$ cat src/rtl/mac_sequencer.sv
// Multiply-accumulate job sequencer driving an external shared 3x3 multiplier.
// Latency: 2 cycles per operand pair plus 1; a result appears in cycle 2N+1 after start.
// Backpressure: in_ready only in LOAD; the result is held in DONE until out_ready.
// Optional build macro MAC_SATURATE_EN: clamp the accumulator on overflow instead of wrapping.
module mac_sequencer #(
    parameter int ACC_W = 12,
    parameter int LEN_W = 4
) (
    input  logic             clk,
    input  logic             rst_n,
    input  logic             start,
    input  logic [LEN_W-1:0] len,
    input  logic             in_valid,
    input  logic [2:0]       in_a,
    input  logic [2:0]       in_b,
    output logic             in_ready,
    output logic [2:0]       mul_a,
    output logic [2:0]       mul_b,
    input  logic [5:0]       mul_p,
    output logic             out_valid,
    output logic [ACC_W-1:0] out_acc,
    output logic             ovf,
    input  logic             out_ready,
    output logic             busy
);

    typedef enum logic [1:0] {
        IDLE = 2'd0,
        LOAD = 2'd1,
        MUL  = 2'd2,
        DONE = 2'd3
    } state_t;

    state_t           state;
    logic [ACC_W-1:0] acc;
    logic [LEN_W-1:0] cnt;

    // One extra bit catches the carry out of the accumulator.
    logic [ACC_W:0]   sum;
    logic             carry;
    logic [ACC_W-1:0] acc_nxt;

    assign sum     = {1'b0, acc} + {{(ACC_W-5){1'b0}}, mul_p};
    assign carry   = sum[ACC_W];
    assign out_acc = acc;

    // Next accumulator value: wrap, or clamp once the job has overflowed.
    always_comb begin
        acc_nxt = sum[ACC_W-1:0];
`ifdef MAC_SATURATE_EN
        if (ovf || carry) begin
            acc_nxt = '1;
        end
`else
        acc_nxt = sum[ACC_W-1:0];
`endif
    end

    // Job FSM; handshake and busy flags are registered alongside the state.
    always_ff @(posedge clk or negedge rst_n) begin
        if (!rst_n) begin
            state     <= IDLE;
            acc       <= '0;
            cnt       <= '0;
            mul_a     <= '0;
            mul_b     <= '0;
            ovf       <= 1'b0;
            in_ready  <= 1'b0;
            out_valid <= 1'b0;
            busy      <= 1'b0;
        end else begin
            case (state)
                IDLE: begin
                    if (start) begin
                        acc  <= '0;
                        ovf  <= 1'b0;
                        busy <= 1'b1;
                        cnt  <= len;
                        if (len != '0) begin
                            state    <= LOAD;
                            in_ready <= 1'b1;
                        end else begin
                            // Empty job: report a zero result straight away.
                            state     <= DONE;
                            out_valid <= 1'b1;
                        end
                    end
                end
                LOAD: begin
                    if (in_valid && in_ready) begin
                        mul_a    <= in_a;
                        mul_b    <= in_b;
                        in_ready <= 1'b0;
                        state    <= MUL;
                    end
                end
                MUL: begin
                    // mul_p reflects the operands captured in the previous LOAD.
                    acc <= acc_nxt;
                    ovf <= ovf | carry;
                    cnt <= cnt - LEN_W'(1);
                    if (cnt == LEN_W'(1)) begin
                        state     <= DONE;
                        out_valid <= 1'b1;
                    end else begin
                        state    <= LOAD;
                        in_ready <= 1'b1;
                    end
                end
                DONE: begin
                    // start is deliberately not looked at here; jobs begin only from IDLE.
                    if (out_ready) begin
                        state     <= IDLE;
                        out_valid <= 1'b0;
                        busy      <= 1'b0;
                    end
                end
                default: begin
                    state     <= IDLE;
                    in_ready  <= 1'b0;
                    out_valid <= 1'b0;
                    busy      <= 1'b0;
                end
            endcase
        end
    end

endmodule

$ cat config.mk
export PLATFORM = sky130hd
export DESIGN_NAME = mac_sequencer
export DESIGN_NICKNAME = d
export VERILOG_FILES = /design/src/rtl/mac_sequencer.sv
export SDC_FILE = /design/constraint.sdc
export NUM_CORES = 1
export LEC_CHECK = 0
export CORE_ASPECT_RATIO = 0.7
export CORE_MARGIN = 2
export CORE_UTILIZATION = 48
export CTS_CLUSTER_DIAMETER = 120
export DETAILED_ROUTE_END_ITERATION = 7
export HOLD_SLACK_MARGIN = 0.15
export PLACE_DENSITY = 0.78
export SYNTH_ARGS = -nofsm -noshare
export SYNTH_HDL_FRONTEND = slang
export SYNTH_SLANG_ARGS = --single-unit
$ cat constraint.sdc
create_clock -name clk -period 2.6 [get_ports clk]
set_input_delay 0.39 -clock clk [delete_from_list [all_inputs] [get_ports clk]]
set_output_delay 0.39 -clock clk [all_outputs]
set_load 0.005 [all_outputs]
==> results.json, run 1 <==
{
  "outcome": "finished, final reports clean",
  "rows": 17,
  "ys_ff_latch": 28,
  "clk-insertion-delay-late_ns": 0.27,
  "crit_family": "adder cells",
  "num_io_pins": 43,
  "grt_pass1_wl_mm": 5.86,
  "power_density_nw_per_um2": 914,
  "worstPathRequired_ns": 2.77,
  "clk_pin_slew_ns": 0.09,
  "root_buffer": "clkbuf_8",
  "maxCapViolCount": 0,
  "critPathLaunchType": "input pin",
  "hold_path_class": "input pin to asynchronous set/reset pin",
  "synth_fa_ha_area_share_pct": 7.55,
  "yosys_warnings": 0,
  "slowest_delay_ns": 0.46,
  "cp.buffers_inverters": 1,
  "postSynthCellCount": 164,
  "die-area_sq_um": 3800,
  "htreeDepth": 1,
  "muxShareOfSynthArea_pct": 4.25,
  "fin_skew_ns": 0.00808,
  "layout_common_cells": "clkdlybuf4s50_1 (42), dfrtp_1 (28), nand2_1 (21), o21ai_0 (14), nor2_1 (10)",
  "worst_ep_arrival_time_ns": 2.37,
  "cp_slowest_cell": "fa_1",
  "totalWireLength_mm": 3.62,
  "layout-drive-gt1-share_pct": 8.82,
  "hold_buffers": 0,
  "dp.cells": 239,
  "synth.avg_cell_area_sq_um": 9.70,
  "leakage_nw": 0.876,
  "drt-initial-drc-count": 146,
  "peakVddDrop_mv": 0.558,
  "critical_path.max_fanout": 4,
  "finalSetupViolations": 0,
  "initial_utilization_pct": 50.6,
  "drc": 0,
  "cp_cell_sequence": "clkdlybuf4s50_1 -> ha_1 -> fa_1 -> a211oi_4 -> o21ai_2 -> and3_1 -> a32o_1",
  "num_vias": 1415,
  "cts_tree": "done",
  "grt.total_usage_pct": 19.9,
  "fmax_ghz": 0.455,
  "antenna_found_initial": 0,
  "final_common_cell": "clkdlybuf4s50_1",
  "synthToLayoutAreaGrowth_pct": 30.2,
  "die_height_microns": 52.2,
  "netlist_area_sq_um": 1590,
  "dp_hpwl_mm": 2.68,
  "synth_compound_area_share_pct": 21.5,
  "synth_top_family_by_area": "compound AO/OA/AOI/OAI gates",
  "grt_remaining_overflow": 0,
  "cts_buffers": 3,
  "clk_path_buf_depth": 2,
  "wl_per_cell_microns": 15.0,
  "seq_area_frac_synth_pct": 44.0,
  "worst_slew_pin_slew_ns": 0.548,
  "ant_nets": 0,
  "finalCritPeriodShare_pct": 84.5,
  "fin_util_pct": 65.8,
  "critPathCaptureType": "flip-flop",
  "synth_edf_count": 0,
  "synth_xor_area_share_pct": 1.10,
  "maxSlewViolCount": 0,
  "stdcell_count": 242,
  "numPortBuffers": 42,
  "via_per_inst": 5.85,
  "grt_max_degree": 29,
  "report.power.total_mw": 1.89,
  "ys.flop_type": "dfrtp_1",
  "fin_crit_ns": 2.20,
  "yosysUniqueCellTypes": 46,
  "setup_tns_ns": 0,
  "first_pass_iters": 6,
  "core_area_sq_um": 3150,
  "cts-resized-gates": 0,
  "setup_ws_ns": 0.403,
  "synth_nets": 194,
  "post_cts_buffers": 0,
  "async_flop_share_pct": 100,
  "synthSimpleGateAreaFrac_pct": 17.7,
  "die_w_microns": 72.8,
  "dp_slack_ns": 0.151,
  "cts.sinks": 28,
  "grt_setup_unrepaired": "no",
  "nNetsFinal": 236,
  "place_congestion": 0.897,
  "slew_headroom_pct": 63.5,
  "grt_pass1_vias": 1314,
  "hold_viol": 0,
  "critPathKind": "input pin to flip-flop",
  "diodes": 0
}
-- Yosys cell counts, types with 2 or more instances --
cell type | number | area [sq um]
a211oi_1 | 3 | 22.5
a21oi_1 | 5 | 25.0
a22o_1 | 2 | 17.5
a31oi_1 | 4 | 25.0
a32o_1 | 2 | 20.0
and3_1 | 2 | 12.5
buf_2 | 2 | 10.0
clkbuf_1 | 2 | 7.51
dfrtp_1 | 28 | 701
ha_1 | 8 | 100
inv_1 | 7 | 26.3
mux2_2 | 6 | 67.6
nand2_1 | 21 | 78.8
nand2b_1 | 2 | 12.5
nand3_1 | 7 | 35.0
nand4_1 | 2 | 12.5
nor2_1 | 10 | 37.5
nor2b_1 | 3 | 18.8
nor3_1 | 4 | 20.0
nor3b_1 | 2 | 15.0
o211ai_1 | 2 | 15.0
o21ai_0 | 14 | 70.1
or3_1 | 2 | 12.5
xnor2_1 | 2 | 17.5
-- worst paths after layout --
path	start	slack, ns	depth (start not counted)	endpoint
min reg2reg	mul_a[2]	0.51	1	mul_a[2]
min in group clk	mul_a[2]	0.51	1	mul_a[2]
max	mul_p[0]	0.40	7	ovf
max reg2reg	out_acc[0]	0.54	6	ovf
max in group asynchronous	rst_n	1.83	2	cnt[3]
min	rst_n	0.50	2	out_acc[3]
-- stage by stage --
stage                     instance area [sq um]  hold WS, ns
final                                      2070        0.499
after global routing                       2070        0.520
after CTS                                  2070        0.505
after detailed placement                   2030        0.477
after global placement                     2030        0.463
after floorplan                            1590       0.0944
-- worst reg2reg max path: stages, from the launching register on --
cell	delay [ns]
dfrtp_1	0.40
ha_1	0.22
fa_1	0.46
a211oi_4	0.28
o21ai_2	0.12
and3_1	0.20
a32o_1	0.26
-- kinds of logic after synthesis --
kind of cell | after synthesis
AOI/OAI and AO/OA | 47
adders and majority gates | 9
muxes | 6
buffers and inverters | 13
xor gates and xnor gates | 2
and+or+nand+nor | 59
DFF | 28
-- sequential cells by signal, indices dropped and copies added (netlist names) --
register   count
mul_b          3
ovf            1
in_ready       1
state          2
out_valid      1
out_acc       12
mul_a          3
busy           1
cnt            4
-- power by group --
part           leakage (nW)  switching (mW)  total [mW]  internal [mW]
Sequential            0.347           0.160       0.752          0.592
Clock                0.0216           0.129       0.233          0.104
Combinational         0.508           0.425       0.909          0.485
-- final cells by class --
type	count	area, sq um
fillers	256	1080
multi-input cells	123	828
flip-flops and latches	28	701
repair buffers	43	428
well taps	38	47.5
clock buffers	3	41.3
inverters	7	26.3
-- layer usage --
layer | wire [microns] | vias up | track usage [%]
met2 | 1690 | 55 | 31.7
li1 | - | 679 | -
met4 | 31 | 0 | 4.32
met5 | 0 | - | 0
met3 | 207 | 6 | 5.00
met1 | 1690 | 675 | 27.8
No activity file was read; power rests on OpenSTA's default activity.
==> run 2, diff against run 1 <==
--- a/config.mk
+++ b/config.mk
@@ -7,11 +7,11 @@
 export LEC_CHECK = 0
 export CORE_ASPECT_RATIO = 0.7
 export CORE_MARGIN = 2
-export CORE_UTILIZATION = 48
+export CORE_UTILIZATION = 43
 export CTS_CLUSTER_DIAMETER = 120
 export DETAILED_ROUTE_END_ITERATION = 7
 export HOLD_SLACK_MARGIN = 0.15
-export PLACE_DENSITY = 0.78
+export PLACE_DENSITY = 0.73
 export SYNTH_ARGS = -nofsm -noshare
 export SYNTH_HDL_FRONTEND = slang
 export SYNTH_SLANG_ARGS = --single-unit
==> constraint.sdc (replaced) <==
create_clock -name clk -period 1.89 [get_ports clk]
set_input_delay 0.2835 -clock clk [delete_from_list [all_inputs] [get_ports clk]]
set_output_delay 0.2835 -clock clk [all_outputs]
set_load 0.005 [all_outputs]
==> run 2 against run 1 <==
Against the previous run:
- final area rose by 8.0%
- register-to-register slack got worse by 0.50 ns
- wire length up 7.6%
- utilization down 2.5 points
- flip-flop and latch count did not move
- combinational power is 61% higher
- count of clock-buffer cells in the layout grew 1
- via count rose by 5.8%
- largest power group unchanged
- largest cell class unchanged
- clock power increased by 61%
- sequential power increased by 34%
- cell count increased by 12%
- global-route usage decreased by 0.39 points
==> results.json, run 2 (synthesis results as in run 1) <==
{
  "outcome": "finished, final reports clean",
  "dp.cells": 263,
  "switchingPower_mw": 1.06,
  "num_vias": 1497,
  "fin_skew_ns": 0.00180,
  "rows": 18,
  "multi_input_area_sq_um": 855,
  "cts_buffers": 3,
  "largest_register_ffs": 12,
  "nNetsFinal": 251,
  "totalWireLength_mm": 3.89,
  "die_height_microns": 54.9,
  "seqPwrFrac_pct": 35.5,
  "maxSlewViolCount": 0,
  "layout-drive-gt1-share_pct": 17.3,
  "critPathCapture": "ovf",
  "numPortBuffers": 42,
  "cts.sinks": 28,
  "fin_crit_ns": 1.85,
  "first_pass_iters": 4,
  "place_congestion": 0.880,
  "cp_cell_sequence": "ha_2 -> fa_2 -> a211oi_4 -> o21ai_2 -> and3_4 -> a32o_1",
  "maxCapViolCount": 0,
  "dp_hpwl_mm": 2.94,
  "critPathLaunchType": "flip-flop",
  "reg2reg_slack_ns": 0.04,
  "final_common_cell": "clkdlybuf4s50_1",
  "finalSetupViolations": 0,
  "cp_slowest_cell": "dfrtp_1",
  "critPathCaptureType": "flip-flop",
  "slowest_delay_ns": 0.40,
  "clockPowerShare_pct": 13.1,
  "whs_ns": 0.370,
  "ant_nets": 0,
  "grt.total_usage_pct": 19.5,
  "fmax_ghz": 0.542,
  "critPathKind": "flip-flop to flip-flop",
  "slew_headroom_pct": 64.6,
  "clk-insertion-delay-late_ns": 0.28,
  "reg2reg_depth": 6,
  "antenna_found_initial": 0,
  "peakVddDrop_mv": 0.774,
  "place_area_sq_um": 2140,
  "hold_path_class": "input pin to asynchronous set/reset pin",
  "grt_max_degree": 29,
  "netSwitchingFraction_pct": 37.2,
  "leakage_nw": 0.954,
  "finalCritPeriodShare_pct": 97.7,
  "synthToLayoutAreaGrowth_pct": 40.6,
  "diodes": 0,
  "clk_path_buf_depth": 2,
  "drt-initial-drc-count": 65,
  "crit_start": "out_acc[0]",
  "p_comb_share_pct": 51.4,
  "die-area_sq_um": 4210,
  "layout_common_cells": "clkdlybuf4s50_1 (41), dfrtp_1 (28), nand2_1 (21), buf_4 (16), o21ai_0 (12)",
  "setup_tns_ns": 0,
  "grt_pass1_wl_mm": 6.38,
  "initial_utilization_pct": 45.0,
  "n_fill_cell": 299,
  "power_density_nw_per_um2": 1270,
  "worst_slew_pin_slew_ns": 0.531,
  "r2r_start": "out_acc[0]",
  "worst_ep_arrival_time_ns": 2.02,
  "hold_viol": 0,
  "wl_per_cell_microns": 14.4,
  "r2r_end": "ovf",
  "drc": 0,
  "root_buffer": "clkbuf_8",
  "p_int_mw": 1.79,
  "grt_pass1_vias": 1435,
  "regArea_sq_um": 701,
  "die_w_microns": 76.7,
  "clk_pin_slew_ns": 0.09,
  "stdcell_count": 270,
  "via_per_inst": 5.54,
  "num_io_pins": 43,
  "report.power.total_mw": 2.85,
  "htreeDepth": 1,
  "worstPathRequired_ns": 2.06,
  "grt_remaining_overflow": 0,
  "cts_tree": "done",
  "final_cell_area_sq_um": 2240,
  "core_area_sq_um": 3540,
  "critical_path.max_fanout": 3
}
## run 2: timing repair
item                       4_1_cts  5_1_grt
gates resized for setup          6        1
pin swaps                       11        2
setup buffers                    3        0
setup endpoints to repair        3        5
hold buffers                     0        0
gates cloned                     0        0
## run 2: cell type report
type,count,area share [%]
clock buffers,4,2.46
inverters,7,1.17
multi-input cells,123,38.2
flip-flops and latches,28,31.3
well taps,50,2.79
repair buffers,58,24.1
## run 2: how the worst min path moves through the flow
stage / end / slack, ns / depth (start not counted) / from
floorplan: busy / -0.01 / 0 / rst_n
global placement: out_valid / 0.46 / 2 / out_valid
detailed placement: out_valid / 0.49 / 2 / out_valid
CTS: mul_b[2] / 0.39 / 2 / rst_n
global route: out_acc[0] / 0.39 / 2 / rst_n
finish: mul_b[2] / 0.37 / 2 / rst_n
## run 2: critical path, delay by kind of cell (launching register included)
kind,cells,cell delay [ns]
flops,1,0.40
simple gates,1,0.21
fa+ha+maj,2,0.58
compound gates,3,0.56
## run 2: power groups by stage
stage	registers (mW)	clock network, mW	logic, mW
finish	1.01	0.374	1.46
global route	1.05	0.409	1.61
CTS	1.01	0.380	1.45
detailed placement	1.02	0	1.40
global placement	1.00	0	1.34
floorplan	0.987	0	0.799
## run 2: routing by layer
layer	GRT usage (%)	part of all wire, %	wire, microns
met1	23.4	43	1680
met2	34.9	49	1920
met3	5.68	6.1	239
met4	6.97	1.3	50
met5	0	0	0
## run 2: per-stage QoR
stage               utilization [%]  setup WS (ns)
finish                         63.3         0.0433
global route                   63.3       -0.00647
CTS                            63.0        -0.0273
detailed placement             60.5         -0.371
global placement               60.5         -0.319
floorplan                         -        0.00975
